[src/rtl/mips_pkg.sv]
// Shared constants and helpers for the MIPS datapath register-file slice.
package mips_pkg;

  localparam int REG_ZERO   = 0;
  localparam int DEF_DATA_W = 32;
  localparam int DEF_DEPTH  = 32;

  // Bit offset of field `port` in a bus built from `width`-bit fields packed LSB first.
  function automatic int port_lsb(input int port, input int width);
    return port * width;
  endfunction

endpackage

[src/rtl/mips_pend_scoreboard.sv]
// Per-register pending bits for long-latency ops, per-port stall flags and a running pending count.
module mips_pend_scoreboard
  import mips_pkg::*;
#(
  parameter  int DEPTH  = DEF_DEPTH,
  parameter  int NUM_RD = 2,
  localparam int ADDR_W = $clog2(DEPTH)
) (
  input  logic                     clk,
  input  logic                     rst_n,
  input  logic                     rsv_en,
  input  logic [ADDR_W-1:0]        rsv_addr,
  input  logic                     wr1_en,
  input  logic [ADDR_W-1:0]        wr1_addr,
  input  logic [NUM_RD*ADDR_W-1:0] rd_addr,
  output logic [NUM_RD-1:0]        rd_pend,
  output logic [ADDR_W:0]          pend_count
);

  localparam int CNT_W = ADDR_W + 1;

  logic [DEPTH-1:0] pend;
  logic [DEPTH-1:0] pend_nxt;
  logic             rsv_hit;
  logic             wr1_hit;
  logic             set_rise;
  logic             clr_fall;

  assign rsv_hit = rsv_en && (rsv_addr != ADDR_W'(REG_ZERO));
  assign wr1_hit = wr1_en && (wr1_addr != ADDR_W'(REG_ZERO));

  // A reserve landing on the same register as a returning write belongs to a newer op, so it wins.
  assign set_rise = rsv_hit && !pend[rsv_addr];
  assign clr_fall = wr1_hit && pend[wr1_addr] && !(rsv_hit && (rsv_addr == wr1_addr));

  always_comb begin
    pend_nxt = pend;
    if (wr1_hit) pend_nxt[wr1_addr] = 1'b0;
    if (rsv_hit) pend_nxt[rsv_addr] = 1'b1;
  end

  always_ff @(posedge clk or negedge rst_n) begin
    if (!rst_n) begin
      pend       <= '0;
      pend_count <= '0;
    end else begin
      pend       <= pend_nxt;
      pend_count <= pend_count + CNT_W'(set_rise) - CNT_W'(clr_fall);
    end
  end

  for (genvar i = 0; i < NUM_RD; i++) begin : g_rd_pend
    logic [ADDR_W-1:0] a;
    assign a = rd_addr[port_lsb(i, ADDR_W) +: ADDR_W];
    assign rd_pend[i] = pend[a] & ~(wr1_en & (wr1_addr == a) & ~(rsv_en & (rsv_addr == a)));
  end

endmodule

[src/rtl/mips_regfile_mp.sv]
// Parametrised multi-port MIPS register file: two write ports with bypass, hard-wired r0, pending scoreboard.
module mips_regfile_mp
  import mips_pkg::*;
#(
  parameter  int DATA_W = DEF_DATA_W,
  parameter  int DEPTH  = DEF_DEPTH,
  parameter  int NUM_RD = 2,
  localparam int ADDR_W = $clog2(DEPTH)
) (
  input  logic                     clk,
  input  logic                     rst_n,
  input  logic [NUM_RD*ADDR_W-1:0] rd_addr,
  output logic [NUM_RD*DATA_W-1:0] rd_data,
  output logic [NUM_RD-1:0]        rd_pend,
  input  logic                     wr0_en,
  input  logic [ADDR_W-1:0]        wr0_addr,
  input  logic [DATA_W-1:0]        wr0_data,
  input  logic                     wr1_en,
  input  logic [ADDR_W-1:0]        wr1_addr,
  input  logic [DATA_W-1:0]        wr1_data,
  input  logic                     rsv_en,
  input  logic [ADDR_W-1:0]        rsv_addr,
  output logic [ADDR_W:0]          pend_count
);

  logic [DATA_W-1:0] regs [DEPTH];
  logic              wr0_hit;
  logic              wr1_hit;

  assign wr1_hit = wr1_en && (wr1_addr != ADDR_W'(REG_ZERO));
  // On a same-address collision the long-latency return owns the register.
  assign wr0_hit = wr0_en && (wr0_addr != ADDR_W'(REG_ZERO)) && !(wr1_hit && (wr1_addr == wr0_addr));

  always_ff @(posedge clk or negedge rst_n) begin
    if (!rst_n) begin
      for (int r = 0; r < DEPTH; r++) regs[r] <= '0;
    end else begin
      if (wr0_hit) regs[wr0_addr] <= wr0_data;
      if (wr1_hit) regs[wr1_addr] <= wr1_data;
    end
  end

  for (genvar i = 0; i < NUM_RD; i++) begin : g_rd
    logic [ADDR_W-1:0] a;
    logic [DATA_W-1:0] d;
    assign a = rd_addr[port_lsb(i, ADDR_W) +: ADDR_W];

    // Bypass is gated by reset so nothing leaks out while the file is held cleared.
    always_comb begin
      d = regs[a];
      if (a != ADDR_W'(REG_ZERO)) begin
        if (wr1_en && (wr1_addr == a))      d = wr1_data;
        else if (wr0_en && (wr0_addr == a)) d = wr0_data;
      end else begin
        d = '0;
      end
      if (!rst_n) d = '0;
    end

    assign rd_data[port_lsb(i, DATA_W) +: DATA_W] = d;
  end

  mips_pend_scoreboard #(
    .DEPTH  (DEPTH),
    .NUM_RD (NUM_RD)
  ) u_pend (
    .clk        (clk),
    .rst_n      (rst_n),
    .rsv_en     (rsv_en),
    .rsv_addr   (rsv_addr),
    .wr1_en     (wr1_en),
    .wr1_addr   (wr1_addr),
    .rd_addr    (rd_addr),
    .rd_pend    (rd_pend),
    .pend_count (pend_count)
  );

endmodule

[config.mk]
export PLATFORM = sky130hd
export DESIGN_NAME = mips_regfile_mp
export DESIGN_NICKNAME = d
export VERILOG_FILES = /design/src/rtl/mips_pkg.sv /design/src/rtl/mips_pend_scoreboard.sv /design/src/rtl/mips_regfile_mp.sv
export SDC_FILE = /design/constraint.sdc
export NUM_CORES = 2
export LEC_CHECK = 0
export ABC_AREA = 1
export CAP_MARGIN = 40
export CORE_MARGIN = 2
export CORE_UTILIZATION = 25
export CTS_CLUSTER_DIAMETER = 30
export DETAILED_ROUTE_END_ITERATION = 12
export GPL_ROUTABILITY_DRIVEN = 1
export PLACE_DENSITY_LB_ADDON = 0.1
export SYNTH_ARGS = -nofsm -noshare
export SYNTH_HDL_FRONTEND = slang
export SYNTH_HIERARCHICAL = 1
export SYNTH_SLANG_ARGS = --single-unit
[constraint.sdc]
create_clock -name clk -period 2.55 [get_ports clk]
set_input_delay 0.51 -clock clk [delete_from_list [all_inputs] [get_ports clk]]
set_output_delay 0.51 -clock clk [all_outputs]
set_load 0.05 [all_outputs]
# Yosys cells after proc, flatten, opt, wreduce, memory -nomap -nowiden
# Index checks and enable logic that the tools add are counted.
[totals]
register_bits = 1062
out_inout_bits = 72
elab_cells = 136
[op_classes]
addsub = 2
n_lt_le_gt_ge = 12
eq_ne = 8
muxes = 36
bitwise_logic = 19
n_reduce_logical = 25
[op_table]
columns = ["cell", "n"]
rows = [
  ["$bwmux W1024", 2],
  ["$mux W1024", 2],
  ["$mux W32", 16],
  ["$bmux W32 S5", 2],
  ["$demux W32 S5", 2],
  ["$eq A5 B5 Y1", 8],
  ["$and A32 B32 Y32", 1],
  ["$not A32 Y32", 1],
  ["$or A32 B32 Y32", 1],
  ["$reduce_bool A5 Y1", 5],
  ["$ge A6 B6 Y1 const B", 4],
  ["$lt A5 B6 Y1 const B", 4],
  ["$not A5 Y6", 4],
  ["$bmux W1 S5", 4],
  ["$logic_and A1 B1 Y1", 17],
  ["$lt A6 B1 Y1 const B", 2],
  ["$demux W1 S5", 2],
  ["$ge A5 B1 Y1 const B", 2],
  ["$and A1 B1 Y1", 8],
  ["$add A6 B1 Y6", 1],
  ["$mux W1", 6],
  ["$sub A6 B1 Y6", 1],
  ["$not A1 Y1", 4],
  ["$logic_not A1 Y1", 3],
]

# Depth between registers and ports, before layout
[depth]
depth_word = 9
depth_mapped = 19
mapped_depth_nobuf = 18

# By module
# The synthesis kept the hierarchy.
[by_module_without_submodules]
columns = ["module", "n_inst", "cells_each", "area_per_inst_um2", "seq_area_each_um2"]
rows = [
  ["mips_regfile_mp", 1, 12391, 74933.1, 25624.6],
  ["mips_pend_scoreboard", 1, 537, 3355.7, 950.9],
]

# Worst setup path after synthesis
# Ideal clock, no wire load.
[synth_timing]
kind = "input to output"
from = "in rd_addr[5]"
to = "out rd_data[55]"
arrival_ps = 2559
slack_ps = -519
stages = 10
path_cell_list = "buf_2 inv_1 buf_2 buf_2 a21oi_1 nand3_1 clkbuf_1 nor2_1 nor2_1 a21oi_1"
[synth_via]
elab_chain_cells = 8
word_cells_on_any_way = 13
classes_between = "2 x eq/ne; 7 x mux; 1 x bitwise; 3 x reduce/logical"
[synth_rtl]
columns = ["item", "line", "source"]
rows = [
  ["start, declared", "mips_regfile_mp.sv:12", "input logic [NUM_RD*ADDR_W-1:0] rd_addr,"],
  ["$not A5 Y6 (not written as such)", "mips_regfile_mp.sv:50", "d = regs[a];"],
  ["$bmux W32 S5", "mips_regfile_mp.sv:50", ""],
  ["$mux W32 (not written as such) (2 in a row)", "mips_regfile_mp.sv:50", ""],
  ["$mux W32", "mips_regfile_mp.sv:53", "else if (wr0_en && (wr0_addr == a)) d = wr0_data;"],
  ["$mux W32", "mips_regfile_mp.sv:52", "if (wr1_en && (wr1_addr == a)) d = wr1_data;"],
  ["$mux W32 (*)", "mips_regfile_mp.sv:51", "if (a != ADDR_W'(REG_ZERO)) begin"],
  ["$mux W32 (*)", "mips_regfile_mp.sv:57", "if (!rst_n) d = '0;"],
  ["end, declared", "mips_regfile_mp.sv:13", "output logic [NUM_RD*DATA_W-1:0] rd_data,"],
]
# Every way passes the cells marked *; elsewhere a longest branch is shown, timed or not. The select of a mux whose other input is x is not followed.

# Worst setup path after layout
[layout_timing]
from = "reg regs[210] (netlist bit)"
to = "out rd_data[50]"
[layout_via]
elab_chain_cells = 7
[layout_rtl]
columns = ["item", "line", "source"]
rows = [
  ["start, declared", "mips_regfile_mp.sv:26", "logic [DATA_W-1:0] regs [DEPTH];"],
  ["start signal, assigned by index", "mips_regfile_mp.sv:38", "if (wr0_hit) regs[wr0_addr] <= wr0_data;"],
  ["start signal, assigned by index", "mips_regfile_mp.sv:39", "if (wr1_hit) regs[wr1_addr] <= wr1_data;"],
  ["$bmux W32 S5", "mips_regfile_mp.sv:50", ""],
  ["$mux W32 (not written as such) (2 in a row)", "mips_regfile_mp.sv:50", ""],
  ["$mux W32", "mips_regfile_mp.sv:53", ""],
  ["$mux W32", "mips_regfile_mp.sv:52", ""],
  ["$mux W32", "mips_regfile_mp.sv:51", ""],
  ["$mux W32", "mips_regfile_mp.sv:57", ""],
]
# No other way between the ends. The select of a mux whose other input is x is not followed.

==> flow_metrics.env <==
export IMPL_final_min_clock_period_ps=3150
export IMPL_grt_pass1_vias=93368
export IMPL_globalplace_congestion=0.936
export IMPL_die_area_sq_um=318000
export IMPL_grt_overflow=0
export IMPL_synth_cell_type_count=39
export IMPL_initial_core_util_pct=25.1
export IMPL_finalSetupViolCount=67
export IMPL_io_buffers=165
export IMPL_clk_latency_ps=940
export IMPL_rsz0062_at_grt="yes"
export IMPL_routed_wirelength_um=507000
export IMPL_leakagePower_nw=58.4
export IMPL_yosys_register_bits=1062
export IMPL_root_buffer="clkbuf_16"
export IMPL_cts_buffer_depth=4
export IMPL_powerDensity_nw_per_um2=846
export IMPL_grt_pass1_wl_um=709000
export IMPL_synth_net_count=13029
export IMPL_cp_max_fo=2
export IMPL_drive_gt1_share_pct=25.3
export IMPL_cap_violations=0
export IMPL_grt_max_degree=146
export IMPL_critPathArrivalTime_ps=2640
export IMPL_post_drt_wl_per_cell_um=27.5
export IMPL_area_growth_syn_to_layout_pct=51.8
export IMPL_register_area_sq_um=26600
export IMPL_antenna_found_initial=12
export IMPL_dr_total_vias=97846
export IMPL_min_path_cells=3
export IMPL_final_hold_viol_count=0
export IMPL_fin_setup_tns_ps=-30640
export IMPL_hold_end="regs[894]"
export IMPL_finalCritPeriodShare_pct=123
export IMPL_worstSetupStartpointType="flip-flop"
export IMPL_status="finished with violations"
export IMPL_design_core_area_sq_um=312000
export IMPL_die_h_um=564
export IMPL_relSlewSlack_pct=25.2
export IMPL_vias_per_cell=5.31
export IMPL_setup_ws_ps=-597
export IMPL_nNetsFinal=14020
export IMPL_cp_required_ps=2040
export IMPL_endpoint_kind="output pin"
export IMPL_rows=205
export IMPL_cts_buffers=414
export IMPL_cts_tree="yes"
export IMPL_syn_area_per_cell_sq_um=6.06
export IMPL_clkTransAtPathRegs_ps=40
export IMPL_hold_ws_ps=51.6
export IMPL_ys_warn_count=6
export IMPL_htreeDepth=5
export IMPL_worstHoldPathType="primary input to flip-flop"
export IMPL_grt_usage_pct=30.8
export IMPL_clock_sinks=1062
export IMPL_ff2ff_path_depth=24
export IMPL_violations="negative setup slack"
export IMPL_postRouteAntennaNets=0
export IMPL_maxSlewViolCount=0
export IMPL_power_mw=101
export IMPL_ir_drop_uv=556
export IMPL_pin_count=166
export IMPL_r2r_slack_ps=-400
export IMPL_rr_endpoint="regs[221]"
export IMPL_nFillCells=32430
export IMPL_dr_pass1_iters=6
export IMPL_skew_ps=9.16
export IMPL_multi_input_area_sq_um=47800
export IMPL_critical_path_class="flip-flop to output pin"
export IMPL_clock_fmax_ghz=0.318
export IMPL_synth_seq_area_share_pct=33.9
export IMPL_remaining_drc_errors=0
export IMPL_worstHoldStart="wr1_data[30]"
export IMPL_syn_area_sq_um=78300
export IMPL_fp_dieW_um=564
export IMPL_first_iter_violations=11389
export IMPL_fin_util_pct=38.1
export IMPL_r2r_start="regs[221]"
export IMPL_syn_inst=12928
export IMPL_dp_hpwl_um=341000
export IMPL_worst_pin_slew_ps=1120
[synthesized netlist by cell type, drive strengths merged]
cell    instances  area share, %
a21oi         646            4.1
nand4         399            3.2
nor2          264            1.4
buf           491            2.9
dfrtp        1062             34
nand2        4791             23
o21ai         876            5.6
xor2           12           0.13
clkbuf        714            3.4
nor3           20           0.13
xnor2           3          0.034
inv          1252            6.0
o22ai          31           0.25
a22oi           1         0.0096
fa              1          0.026
ha              6          0.096
clkinv          6          0.029
o221ai          2          0.022
or2             8          0.064
o211ai        184            1.8
nand3        2158             14
a211oi          1         0.0096
[layout make-up]
type / instances / area share [%]
inverters: 1258 / 4.12
diodes: 6 / 0.0126
well taps: 4140 / 4.36
clock buffers: 650 / 10.7
multi-input cells: 9403 / 40.3
flip-flops and latches: 1062 / 22.4
repair buffers: 1780 / 17.2
clock inverters: 120 / 0.963
[flip-flops by register name, indices dropped and copies added (netlist names)]
name and flops:
regs 1024, u_pend/pend 32, u_pend/pend_count 6
[worst max-delay path, stage by stage, from the launching register on]
cell and delay, ps:
dfrtp_1 380, buf_4 140, a21oi_2 130, o21ai_1 80, nand3_1 130, nand2_2 90, buf_12 140, nand2_1 70
nand3_2 80, nand3_2 80, a21oi_4 60, buf_12 160, buf_12 140
[power by group]
part           switching, mW  leakage, nW  internal, mW
clock                   14.6         6.91          34.7
combinational           16.6         39.3          10.6
sequential              2.61         12.2          21.4
total                   33.8         58.4          66.7
[worst max-delay path by stage]
stage	cells after the start	to	startpoint	slack, ps
3_5_place_dp	16	rd_data[24]	rd_addr[0]	-1020
5_1_grt	12	rd_data[50]	regs[210]	-660
2_1_floorplan	12	rd_data[18]	rd_addr[0]	-10
3_3_place_gp	16	u_pend/pend_count[4]	rsv_addr[0]	-1050
4_1_cts	12	rd_data[50]	regs[114]	-700
6_report	12	rd_data[50]	regs[210]	-600
[layout by cell type, fill, tap and decap left out, types with 53 or more instances in the layout]
master / instances
a21oi_1: 533
a21oi_2: 60
a21oi_4: 53
buf_12: 447
buf_4: 1077
buf_6: 93
clkbuf_1: 97
clkbuf_16: 428
clkbuf_8: 133
clkinv_2: 92
dfrtp_1: 1061
inv_1: 1033
inv_2: 190
nand2_1: 4569
nand2_2: 167
nand2_4: 53
nand3_1: 1667
nand3_2: 349
nand3_4: 142
nand4_1: 397
nor2_1: 185
o211ai_1: 184
o21ai_0: 594
o21ai_1: 209
o21ai_2: 69
[metal layers]
metal  up-vias  track usage, %  share of wire (%)
met3      1052            5.01                8.1
met5         -               0              0.065
met4        16            17.3                6.3
met1     47743            41.0                 42
met2      5073            47.1                 44
li1      43962               -                  -
[logic make-up after synthesis]
| group | share of synthesized area (%) |
|---|---|
| adders and majority gates | 0.121 |
| and+or+nand+nor | 41.6 |
| buffers and inverters | 12.4 |
| AOI/OAI and AO/OA | 11.8 |
| xor gates and xnor gates | 0.168 |
| DFF | 33.9 |
[per-stage QoR]
step	area, sq um	setup WS (ps)	std cells
floorplan	79100	-12.8	12928
global placement	96600	-1050	17390
detailed placement	96700	-1020	17393
CTS	116000	-701	18344
global route	119000	-656	18414
finish	119000	-597	18419
[timing repair]
| item | CTS | global route |
|---|---|---|
| hold buffers | 5 | 0 |
| endpoints found under the setup margin | 74 | 72 |
| endpoints found under the hold margin | 135 | 0 |
| buffers inserted | 176 | 84 |
| gates cloned | 15 | 7 |
| pin swaps | 377 | 464 |
| resized for setup | 989 | 780 |
(Power assumes the default switching activity.)
